## config.mk

```make
export PLATFORM = sky130hd
export DESIGN_NAME = pipeline_controller_flat
export DESIGN_NICKNAME = d
export VERILOG_FILES = /design/src/rtl/pipeline_controller_pkg.sv /design/src/rtl/pipeline_controller_if.sv /design/src/rtl/pipeline_controller_hazard_detect.sv /design/src/rtl/pipeline_controller.sv /design/src/flat_wrapper.sv
export SDC_FILE = /design/constraint.sdc
export NUM_CORES = 1
export LEC_CHECK = 0
export CORE_ASPECT_RATIO = 1.2
export CORE_UTILIZATION = 32
export CTS_CLUSTER_SIZE = 24
export DETAILED_ROUTE_END_ITERATION = 6
export PLACE_DENSITY = 0.76
export SLEW_MARGIN = 20
export SYNTH_ARGS = -nofsm -noshare
export SYNTH_HDL_FRONTEND = slang
export SYNTH_SLANG_ARGS = --single-unit
```

## constraint.sdc

```tcl
create_clock -name CLK -period 2.8 [get_ports CLK]
set_clock_uncertainty 0.15 [all_clocks]
set_input_delay 0.84 -clock CLK [delete_from_list [all_inputs] [get_ports CLK]]
set_output_delay 0.84 -clock CLK [all_outputs]
set_load 0.01 [all_outputs]
```

## src/rtl/pipeline_controller_pkg.sv

```systemverilog
// Shared types for the pipeline controller slice: FSM state encoding, stage masks
// and performance-counter width.
package pipeline_controller_pkg;

    typedef enum logic [1:0] {
        RUN    = 2'd0,
        DRAIN  = 2'd1,
        HALTED = 2'd2
    } pipe_state_t;

    localparam int unsigned MAX_STAGES = 8;
    typedef logic [MAX_STAGES-1:0] stage_mask_t;

    localparam int unsigned PERF_W = 32;
    typedef logic [PERF_W-1:0] perf_cnt_t;

endpackage

```

## src/rtl/pipeline_controller_if.sv

```systemverilog
// Datapath/cache <-> pipeline controller bundle. master = controller side,
// slave = datapath and cache side.
interface pipeline_controller_if #(
    parameter int unsigned NSTAGES = 5,
    parameter int unsigned RADDR_W = 5
);
    logic               ihit;
    logic               dhit;
    logic               mem_ren;
    logic               mem_wen;
    logic               mem_halt;
    logic               ex_ren;
    logic [RADDR_W-1:0] ex_rdest;
    logic [RADDR_W-1:0] id_rs;
    logic [RADDR_W-1:0] id_rt;
    logic               id_use_rs;
    logic               id_use_rt;
    logic               id_redirect;
    logic [NSTAGES-1:0] stage_en;
    logic [NSTAGES-1:0] stage_flush;
    logic [NSTAGES-1:0] stage_valid;
    logic               imemREN;
    logic               dmemREN;
    logic               dmemWEN;
    logic               halt;

    modport master (
        input  ihit, dhit, mem_ren, mem_wen, mem_halt, ex_ren, ex_rdest,
               id_rs, id_rt, id_use_rs, id_use_rt, id_redirect,
        output stage_en, stage_flush, stage_valid, imemREN, dmemREN, dmemWEN, halt
    );

    modport slave (
        output ihit, dhit, mem_ren, mem_wen, mem_halt, ex_ren, ex_rdest,
               id_rs, id_rt, id_use_rs, id_use_rt, id_redirect,
        input  stage_en, stage_flush, stage_valid, imemREN, dmemREN, dmemWEN, halt
    );
endinterface

```

## src/rtl/pipeline_controller_hazard_detect.sv

```systemverilog
// Load-use hazard compare between the EX-stage load destination and the ID-stage
// source registers; register 0 never creates a dependency.
module hazard_detect
    import pipeline_controller_pkg::*;
#(
    parameter int unsigned RADDR_W = 5
) (
    input  logic               ex_ren,
    input  logic               ex_valid,
    input  logic [RADDR_W-1:0] ex_rdest,
    input  logic [RADDR_W-1:0] id_rs,
    input  logic [RADDR_W-1:0] id_rt,
    input  logic               id_use_rs,
    input  logic               id_use_rt,
    output logic               load_use
);
    logic rs_hit;
    logic rt_hit;

    always_comb begin
        rs_hit   = id_use_rs & (id_rs == ex_rdest);
        rt_hit   = id_use_rt & (id_rt == ex_rdest);
        load_use = ex_ren & ex_valid & (ex_rdest != '0) & (rs_hit | rt_hit);
    end
endmodule

```

## src/rtl/pipeline_controller.sv

```systemverilog
// Stall/flush/valid controller for the N-stage pipeline with RUN/DRAIN/HALTED FSM.
// Optional performance counters are built when PIPE_PERF_EN is defined.
module pipeline_controller
    import pipeline_controller_pkg::*;
#(
    parameter int unsigned NSTAGES   = 5,
    parameter int unsigned ID_STAGE  = 1,
    parameter int unsigned EX_STAGE  = 2,
    parameter int unsigned MEM_STAGE = 3,
    parameter int unsigned RADDR_W   = 5
) (
    input  logic                 CLK,
    input  logic                 nRST,
    pipeline_controller_if.master bus
`ifdef PIPE_PERF_EN
    ,
    output perf_cnt_t            stall_cycles,
    output perf_cnt_t            bubble_cycles,
    output perf_cnt_t            retired
`endif
);
    pipe_state_t        state_q, state_d;
    logic               halt_q, halt_d;
    logic [NSTAGES-1:0] valid_q, valid_d;
    logic [NSTAGES-1:0] en, flush, shift_in;
    logic               dmem_ren, dmem_wen, mem_busy, load_use, go_drain, fetch_valid;

    hazard_detect #(.RADDR_W(RADDR_W)) u_hazard (
        .ex_ren    (bus.ex_ren),
        .ex_valid  (valid_q[EX_STAGE]),
        .ex_rdest  (bus.ex_rdest),
        .id_rs     (bus.id_rs),
        .id_rt     (bus.id_rt),
        .id_use_rs (bus.id_use_rs),
        .id_use_rt (bus.id_use_rt),
        .load_use  (load_use)
    );

    // Strobes are purely combinational on valid_q, so an async reset drops them at once.
    always_comb begin
        dmem_ren = bus.mem_ren & valid_q[MEM_STAGE] & (state_q != HALTED);
        dmem_wen = bus.mem_wen & valid_q[MEM_STAGE] & (state_q != HALTED);
        mem_busy = (dmem_ren | dmem_wen) & ~bus.dhit;
    end

    always_comb begin
        en    = '1;
        flush = '0;
        if (state_q == HALTED) begin
            en = '0;
        end else if (mem_busy) begin
            en = '0;
        end else if (load_use) begin
            for (int unsigned i = 0; i < EX_STAGE; i++) en[i] = 1'b0;
            flush[EX_STAGE] = 1'b1;
        end else if (~bus.ihit && (state_q == RUN)) begin
            for (int unsigned i = 0; i < ID_STAGE; i++) en[i] = 1'b0;
            flush[ID_STAGE] = 1'b1;
        end else if (bus.id_redirect && valid_q[ID_STAGE]) begin
            flush[ID_STAGE] = 1'b1;
        end
        go_drain = (state_q == RUN) & bus.mem_halt & valid_q[MEM_STAGE] & en[MEM_STAGE];
        // Younger instructions are killed on the same edge the halt leaves MEM,
        // so nothing behind it ever reaches the stages past MEM.
        if ((state_q == DRAIN) || go_drain) begin
            for (int unsigned i = 0; i <= MEM_STAGE; i++) flush[i] = flush[i] | en[i];
        end
    end

    always_comb begin
        fetch_valid = bus.ihit & (state_q == RUN);
        shift_in    = {valid_q[NSTAGES-2:0], fetch_valid};
        valid_d     = (en & ~flush & shift_in) | (~en & valid_q);
    end

    always_comb begin
        state_d = state_q;
        halt_d  = halt_q;
        case (state_q)
            RUN: begin
                if (go_drain) state_d = DRAIN;
            end
            DRAIN: begin
                if (valid_q[NSTAGES-1:MEM_STAGE+1] == '0) begin
                    state_d = HALTED;
                    halt_d  = 1'b1;
                end
            end
            HALTED: state_d = HALTED;
            default: state_d = RUN;
        endcase
    end

    always_ff @(posedge CLK or negedge nRST) begin
        if (!nRST) begin
            state_q <= RUN;
            halt_q  <= 1'b0;
            valid_q <= '0;
        end else begin
            state_q <= state_d;
            halt_q  <= halt_d;
            valid_q <= valid_d;
        end
    end

    assign bus.stage_en    = en;
    assign bus.stage_flush = flush;
    assign bus.stage_valid = valid_q;
    assign bus.imemREN     = (state_q == RUN);
    assign bus.dmemREN     = dmem_ren;
    assign bus.dmemWEN     = dmem_wen;
    assign bus.halt        = halt_q;

`ifdef PIPE_PERF_EN
    perf_cnt_t stall_q, stall_d, bubble_q, bubble_d, retired_q, retired_d;
    logic      is_stall, is_bubble;

    always_comb begin
        is_stall  = mem_busy | load_use;
        is_bubble = ~is_stall & ((~bus.ihit & (state_q == RUN)) |
                                 (bus.id_redirect & valid_q[ID_STAGE]));
        stall_d   = stall_q;
        bubble_d  = bubble_q;
        retired_d = retired_q;
        if (state_q != HALTED) begin
            if (is_stall)             stall_d   = stall_q + 1'b1;
            if (is_bubble)            bubble_d  = bubble_q + 1'b1;
            if (valid_q[NSTAGES-1])   retired_d = retired_q + 1'b1;
        end
    end

    always_ff @(posedge CLK or negedge nRST) begin
        if (!nRST) begin
            stall_q   <= '0;
            bubble_q  <= '0;
            retired_q <= '0;
        end else begin
            stall_q   <= stall_d;
            bubble_q  <= bubble_d;
            retired_q <= retired_d;
        end
    end

    assign stall_cycles  = stall_q;
    assign bubble_cycles = bubble_q;
    assign retired       = retired_q;
`endif
endmodule

```

## src/flat_wrapper.sv

```systemverilog
// flat-port wrapper written by rule: the top's interface ports become plain ports
module pipeline_controller_flat import pipeline_controller_pkg::*;
#(
    parameter int unsigned NSTAGES   = 5,
    parameter int unsigned ID_STAGE  = 1,
    parameter int unsigned EX_STAGE  = 2,
    parameter int unsigned MEM_STAGE = 3,
    parameter int unsigned RADDR_W   = 5
)
  (CLK, nRST, bus_ihit, bus_dhit, bus_mem_ren, bus_mem_wen, bus_mem_halt, bus_ex_ren, bus_ex_rdest, bus_id_rs, bus_id_rt, bus_id_use_rs, bus_id_use_rt, bus_id_redirect, bus_stage_en, bus_stage_flush, bus_stage_valid, bus_imemREN, bus_dmemREN, bus_dmemWEN, bus_halt);
  pipeline_controller_if #(.NSTAGES(NSTAGES), .RADDR_W(RADDR_W)) bus_i ();
  input  logic CLK;
  input  logic nRST;
  input wire logic [$bits(bus_i.ihit)-1:0] bus_ihit;
  input wire logic [$bits(bus_i.dhit)-1:0] bus_dhit;
  input wire logic [$bits(bus_i.mem_ren)-1:0] bus_mem_ren;
  input wire logic [$bits(bus_i.mem_wen)-1:0] bus_mem_wen;
  input wire logic [$bits(bus_i.mem_halt)-1:0] bus_mem_halt;
  input wire logic [$bits(bus_i.ex_ren)-1:0] bus_ex_ren;
  input wire logic [$bits(bus_i.ex_rdest)-1:0] bus_ex_rdest;
  input wire logic [$bits(bus_i.id_rs)-1:0] bus_id_rs;
  input wire logic [$bits(bus_i.id_rt)-1:0] bus_id_rt;
  input wire logic [$bits(bus_i.id_use_rs)-1:0] bus_id_use_rs;
  input wire logic [$bits(bus_i.id_use_rt)-1:0] bus_id_use_rt;
  input wire logic [$bits(bus_i.id_redirect)-1:0] bus_id_redirect;
  output wire logic [$bits(bus_i.stage_en)-1:0] bus_stage_en;
  output wire logic [$bits(bus_i.stage_flush)-1:0] bus_stage_flush;
  output wire logic [$bits(bus_i.stage_valid)-1:0] bus_stage_valid;
  output wire logic [$bits(bus_i.imemREN)-1:0] bus_imemREN;
  output wire logic [$bits(bus_i.dmemREN)-1:0] bus_dmemREN;
  output wire logic [$bits(bus_i.dmemWEN)-1:0] bus_dmemWEN;
  output wire logic [$bits(bus_i.halt)-1:0] bus_halt;
  assign bus_i.ihit = bus_ihit;
  assign bus_i.dhit = bus_dhit;
  assign bus_i.mem_ren = bus_mem_ren;
  assign bus_i.mem_wen = bus_mem_wen;
  assign bus_i.mem_halt = bus_mem_halt;
  assign bus_i.ex_ren = bus_ex_ren;
  assign bus_i.ex_rdest = bus_ex_rdest;
  assign bus_i.id_rs = bus_id_rs;
  assign bus_i.id_rt = bus_id_rt;
  assign bus_i.id_use_rs = bus_id_use_rs;
  assign bus_i.id_use_rt = bus_id_use_rt;
  assign bus_i.id_redirect = bus_id_redirect;
  assign bus_stage_en = bus_i.stage_en;
  assign bus_stage_flush = bus_i.stage_flush;
  assign bus_stage_valid = bus_i.stage_valid;
  assign bus_imemREN = bus_i.imemREN;
  assign bus_dmemREN = bus_i.dmemREN;
  assign bus_dmemWEN = bus_i.dmemWEN;
  assign bus_halt = bus_i.halt;
  pipeline_controller #(.NSTAGES(NSTAGES), .ID_STAGE(ID_STAGE), .EX_STAGE(EX_STAGE), .MEM_STAGE(MEM_STAGE), .RADDR_W(RADDR_W)) u_core (.CLK(CLK), .nRST(nRST), .bus(bus_i));
endmodule
```

==> results of run 1 <==
-- per-layer routing --
metal	GRT usage [%]	share of wire, %
met2	40.9	53
met1	15.7	33
met4	9.09	3.1
met5	0	0
met3	7.24	10
-- logic make-up (layout without fill, tap and decap cells) --
| family | count (synthesis) | after routing | synth area share [%] |
|---|---|---|---|
| flops | 8 | 8 | 29.3 |
| simple gates | 24 | 24 | 17.4 |
| buf+inv | 10 | 76 | 7.68 |
| other cells | 1 | 1 | 0.548 |
| xor+xnor | 10 | 10 | 12.8 |
| mux | 3 | 3 | 4.94 |
| fa+ha+maj | 4 | 4 | 7.31 |
| compound gates | 16 | 16 | 20.1 |
-- worst paths after layout --
| check | cells past startpoint | start | end | slack (ns) |
|---|---|---|---|---|
| worst max-delay path | 7 | bus_ex_rdest[1] | bus_stage_flush[1] | -0.37 |
| worst min-delay path | 1 | u_core.bus.halt | u_core.bus.halt | 0.31 |
| worst max register to register | 8 | u_core.state_q[0] | u_core.bus.stage_valid[1] | 0.83 |
| worst min register to register | 1 | u_core.bus.halt | u_core.bus.halt | 0.31 |
| max in group asynchronous | 1 | nRST | u_core.bus.stage_valid[2] | 1.52 |
| min in group asynchronous | 1 | nRST | asynchronous set/reset pin | 0.72 |
-- final cells by class --
cell class / instances / share of cell area [%]
flip-flops and latches: 8 / 15.1
well taps: 19 / 1.79
inverters: 6 / 2.08
multi-input cells: 58 / 36.0
clock buffers: 3 / 1.70
repair buffers: 67 / 43.3
-- worst register-to-register path, cell delays in order (launching register included) --
cell and delay (ns):
dfrtp_1 0.34, inv_1 0.07, ha_1 0.26, a21o_1 0.19
buf_4 0.15, a21oi_4 0.12, buf_4 0.13, buf_4 0.11
mux2_1 0.33
-- power groups by stage --
stage	Combinational [W]	Sequential, W	Clock [W]
6_report	0.000941	0.000200	0.0000847
5_1_grt	0.00100	0.000204	0.0000924
4_1_cts	0.000895	0.000199	0.0000914
3_5_place_dp	0.000883	0.000201	0
3_3_place_gp	0.000855	0.000199	0
2_1_floorplan	0.000399	0.000207	0
-- what timing repair did --
action,in CTS,in global routing
pin swaps,20,7
setup endpoints to repair,11,9
buffers inserted,3,2
gates resized for setup,76,12
-- synth_stat cells --
library cell  number  area, sq um
o21ai_0            1         5.00
or3_1              1         6.26
o21a_1             1         7.51
a221oi_2           1         15.0
ha_1               4         50.1
o311a_4            1         21.3
o22ai_1            1         6.26
a22o_1             1         8.76
nor2_1             3         11.3
o2bb2ai_1          1         8.76
o21bai_1           1         7.51
nand2_1            9         33.8
inv_1              6         22.5
a21oi_1            2         10.0
nand3_1            2         10.0
nor4_1             1         6.26
xnor2_1           10         87.6
and2b_1            1         7.51
buf_4              4         30.0
nand4_1            2         12.5
a41oi_1            1         8.76
a21oi_2            1         8.76
a21o_1             3         22.5
mux2_1             3         33.8
conb_1             1         3.75
and2_1             2         12.5
a211oi_1           1         7.51
nor2b_1            2         12.5
dfrtp_1            8          200
and3_1             1         6.26
-- through the flow --
stage          instances  cell area (sq um)  setup TNS, ns
2_1_floorplan         76                703         -0.430
3_3_place_gp         153               1270          -8.40
3_5_place_dp         153               1270          -8.74
4_1_cts              159               1290          -1.79
5_1_grt              161               1330          -2.06
6_report             161               1330          -1.80
==> summary.txt, run 1 <==
Critical path
  – Critical path's top delay family: simple AND/OR/NAND/NOR gates
  – Crit path required time: 1.81 ns
  – Peak fanout along the critical path: 2
  – Crit-path slowest cell: or3_4
  – Critical Path End Type: output port
  – Arrival time at the worst endpoint: approximately 2.2 ns
  – Start-to-end type of the worst setup path: in2out
  – Dominant cell type by count on the critical path: buf_6
  – Cell-by-cell listing of the critical path: buf_6 > or3_4 > o311a_4 > buf_4 > a21oi_4 > nor2b_4 > buf_6
  – Number of buffers and inverters on the critical path: 3
  – Critical path startpoint category: primary input
  – Slowest cell delay on critical path: 0.37 ns

Power
  – Portion of total power attributed to sequential cells: 16.3%
  – Clock power frac: 6.9%
  – Power density over the cells: 925 mW/mm^2
  – Net switching fraction of the power: 39.9%
  – LEAKAGE: 0.660 nW
  – Switching pwr: 0.000489 W
  – Peak supply drop: between 0.6 and 0.7 mV
  – Overall power consumption: approximately 0.0012 W
  – Pint: 0.000737 W
  – Fraction of power consumed by combinational cells: 76.8%

Cells and area
  – Leading cell type in the layout, fill and taps excluded: buf_4
  – Layout Area Growth over Synthesis: 93.6%
  – Final core utilization: 69.2%
  – Diode insertion count for antenna repair: 0
  – Filler cell count in the final layout: between 100 and 150
  – Area of combinational cells with multiple inputs: roughly 480 sq um
  – Fraction of final layout cells with drive strength greater than 1: 35.9%
  – # nets final: 174
  – Leading cell types in the layout, fill and taps excluded: 22 x buf_4, 14 x dlygate4sd2_1, 14 x clkdlybuf4s50_1
  – Area occupied by registers: 200 sq um

Clock network
  – Clock sinks: 8
  – H-tree depth: 1
  – Maximum clock insertion buffer count: 2
  – TritonCTS clock tree: yes
  – Clock latency on the worst-skew pair: around 0.25 ns
  – Quantity of hold-fixing buffers added after cts: 0
  – TritonCTS Buffers: 3
  – Root buffer cell: clkbuf_4
  – Worst-path clk slew: 0.05 ns

Detailed routing
  – DRC violations left: 5
  – Total wire length: 2.29 mm
  – Count of vias placed by the detailed router: 794
  – Routed vias/inst: between 4 and 5
  – Initial drt markers: 12
  – Routed len/inst: ~14 um
  – Final ANT Viol Nets: 0
  – DR pass1 iterations: 6

STA
  – Post-layout minimum cycle time: roughly 3.2 ns
  – Final period utilization: 113%
  – Post-route worst hold slack: 0.306 ns
  – Least setup slack across all paths after layout: -0.368 ns
  – Setup Viol. Count Final: 6
  – Max-slew violation count: 0
  – Achievable clock frequency: 316 MHz
  – Unrepaired setup endpoints after global routing: yes
  – Endpoints failing hold: 0

Placed design
  – Pre-CTS setup slack: -1.15 ns
  – Final weighted congestion in routability-driven placement: about 0.74
  – Final HPWL DP: 1.84 mm
  – Count of buffers from port buffering: 43

Floorplan
  – Initial core utilization: 35.8%
  – # rows: 17
  – CORE AREA: about 0.0019 sq mm
  – DIE HEIGHT: 52.7 um
  – Top-Level Pins: 45
  – DIE WIDTH: 44.2 um
  – Area of the die: between 0.002 and 0.0025 sq mm

Yosys
  – Post-synthesis instance area: between 600 and 700 sq um
  – Number of different library cells in the post-synthesis netlist: 30
  – Number of warnings issued by yosys: 0
  – FF+latch count, synth: 8
  – Portion of the post-synthesis area used by sequential elements: between 20% and 30%
  – Syn nets: 106
  – Cells after synthesis: 76
  – Synthesized area per cell: ~9 sq um

Global routing
  – Leftover overflow at the end of global routing: 0
  – GRT Total Usage: between 10% and 20%
  – Vias in the first global route: 840
  – Maximum number of pins on one net before global-route repair: 9
  – Global-route wire length before repair: 3.37 mm
  – Antenna violations before repair: 0

Outcome
  – Run status: finished with violations
  – Failing checks: design-rule violations, negative setup slack

Min path
  – Class of the tightest hold or removal check: reg2reg

Job
  – Number of max-capacitance violations reported: 0
(Power assumes the default switching activity.)
==> run 2: changes to the inputs <==
- CORE_UTILIZATION: 32 -> 30
- PLACE_DENSITY: 0.76 -> 0.72
==> summary.txt, run 2 (synthesis results as in run 1) <==
Clock network
  – Quantity of hold-fixing buffers added after cts: 0 (unchanged)
  – TritonCTS Buffers: 3 (unchanged)
  – Root buffer cell: clkbuf_4 (unchanged)
  – Maximum clock insertion buffer count: 2 (unchanged)
  – Worst-path clk slew: 0.06 ns (was 0.05 ns)
  – Clock sinks: 8 (unchanged)
  – H-tree depth: 1 (unchanged)
  – TritonCTS clock tree: yes (unchanged)
  – Clock latency on the worst-skew pair: 0.26 ns (was 0.25 ns)

Cells and area
  – Diode insertion count for antenna repair: 0 (unchanged)
  – Filler cell count in the final layout: 186 (was 144)
  – Leading cell types in the layout, fill and taps excluded: 27 x buf_4, 12 x clkdlybuf4s50_1, 9 x nand2_1, 9 x buf_2 (was 22 x buf_4, 14 x dlygate4sd2_1, 14 x clkdlybuf4s50_1)
  – Post-route standard cell area excluding fillers: 0.00139 sq mm (was 0.00133 sq mm)
  – Layout Area Growth over Synthesis: 103% (was 93.6%)
  – Leading cell type in the layout, fill and taps excluded: buf_4 (unchanged)
  – Fraction of final layout cells with drive strength greater than 1: 45.2% (was 35.9%)
  – Area of combinational cells with multiple inputs: 522 sq um (was 477 sq um)
  – Area occupied by registers: 200 sq um (unchanged)
  – # nets final: 178 (was 174)

Floorplan
  – # rows: 18 (was 17)
  – DIE WIDTH: 45.6 um (was 44.2 um)
  – Initial core utilization: 32.7% (was 35.8%)
  – CORE AREA: 0.00209 sq mm (was 0.00191 sq mm)
  – Area of the die: 0.00248 sq mm (was 0.00233 sq mm)
  – Top-Level Pins: 45 (unchanged)
  – DIE HEIGHT: 54.3 um (was 52.7 um)

Power
  – Overall power consumption: 0.00125 W (was 0.00123 W)
  – Peak supply drop: 0.708 mV (was 0.660 mV)
  – Power density over the cells: 899 mW/mm^2 (was 925 mW/mm^2)
  – LEAKAGE: 0.690 nW (was 0.660 nW)

Placed design
  – Final weighted congestion in routability-driven placement: 0.769 (was 0.744)
  – Standard cell area after detailed placement: 0.00128 sq mm (was 0.00127 sq mm)
  – Pre-CTS setup slack: -1.14 ns (was -1.15 ns)
  – Final HPWL DP: 1.85 mm (was 1.84 mm)
  – Count of buffers from port buffering: 43 (unchanged)

STA
  – Max-slew violation count: 0 (unchanged)
  – Endpoints failing hold: 0 (unchanged)
  – Least setup slack across all paths after layout: -0.352 ns (was -0.368 ns)
  – Unrepaired setup endpoints after global routing: yes (unchanged)
  – Final total negative setup slack: -1.33 ns (was -1.80 ns)
  – Achievable clock frequency: 317 MHz (was 316 MHz)
  – Post-layout minimum cycle time: 3.15 ns (was 3.17 ns)
  – Final period utilization: 113% (about the same)
  – Setup Viol. Count Final: 5 (was 6)

Detailed routing
  – DRC violations left: 0 (was 5)
  – Total wire length: 2.43 mm (was 2.29 mm)
  – DR pass1 iterations: 4 (was 6)
  – Initial drt markers: 14 (was 12)
  – Routed len/inst: 13.8 um (was 14.2 um)
  – Final ANT Viol Nets: 0 (unchanged)
  – Routed vias/inst: 4.76 (was 4.93)
  – Count of vias placed by the detailed router: 838 (was 794)

Outcome
  – Run status: finished with violations (unchanged)
  – Failing checks: negative setup slack (was design-rule violations, negative setup slack)

Critical path
  – Peak fanout along the critical path: 3 (was 2)
  – Arrival time at the worst endpoint: 2.16 ns (was 2.18 ns)
  – Start-to-end type of the worst setup path: in2out (unchanged)
  – Critical Path End Type: output port (unchanged)
  – Crit path required time: 1.81 ns (about the same)
  – Critical path startpoint category: primary input (unchanged)

Global routing
  – Leftover overflow at the end of global routing: 0 (unchanged)
  – Maximum number of pins on one net before global-route repair: 9 (unchanged)
  – Global-route wire length before repair: 3.59 mm (was 3.37 mm)
  – GRT Total Usage: 20.4% (was 19.9%)
  – Antenna violations before repair: 0 (unchanged)
  – Vias in the first global route: 863 (was 840)

Job
  – Number of max-capacitance violations reported: 0 (unchanged)

Min path
  – Class of the tightest hold or removal check: reg2reg (unchanged)
==> run 2: what timing repair did <==
action	CTS	global route
buffers inserted	7	3
pin swaps	21	8
setup endpoints to repair	11	7
gates resized for setup	89	25
==> run 2: per-stage QoR <==
stage               hold WS (ns)  utilization, %  std cells
global route               0.347            66.2        176
finish                     0.311            66.2        176
floorplan                  0.341               -         76
CTS                        0.322            64.6        173
detailed placement         0.304            60.9        163
global placement           0.295            60.9        163
==> run 2: report_power, final <==
part / leakage, nW / total [W] / switching, W / internal, W
sequential: 0.100 / 0.000203 / 0.0000404 / 0.000163
clock: 0.0138 / 0.0000902 / 0.0000411 / 0.0000492
combinational: 0.576 / 0.000954 / 0.000414 / 0.000540
total: 0.690 / 0.00125 / 0.000496 / 0.000752
==> run 2: worst paths after layout <==
kind,startpoint,to,slack [ns],cells after the start
max in group asynchronous,nRST,u_core.bus.stage_valid[1],1.49,1
min in group asynchronous,nRST,u_core.state_q[1],0.73,1
worst max register to register,u_core.state_q[0],u_core.bus.stage_valid[2],0.81,9
worst min register to register,u_core.bus.halt,u_core.bus.halt,0.31,1
worst min-delay path,u_core.bus.halt,u_core.bus.halt,0.31,1
worst max-delay path,bus_ex_rdest[1],bus_stage_flush[0],-0.35,6
==> run 2: final cells by class <==
| type | instances | area share [%] |
|---|---|---|
| timing repair buffer | 71 | 42.0 |
| sequential | 8 | 14.4 |
| tap | 30 | 2.71 |
| inverter | 6 | 1.62 |
| clock buffer | 3 | 1.62 |
| multi-input combinational | 58 | 37.6 |
==> run 2: worst max-delay path: stages <==
cell,delay [ns]
buf_6,0.09
or3_4,0.37
o311a_4,0.34
a221oi_4,0.25
and2b_1,0.15
buf_2,0.12
==> run 2: per-layer routing <==
layer  global-route usage [%]  up-vias  share of wire (%)
met1                     18.2      383                 32
met4                     11.6        0                1.8
met3                     3.96        6                 10
met2                     41.0       50                 56
met5                        0        -                  0
li1                         -      399                  -
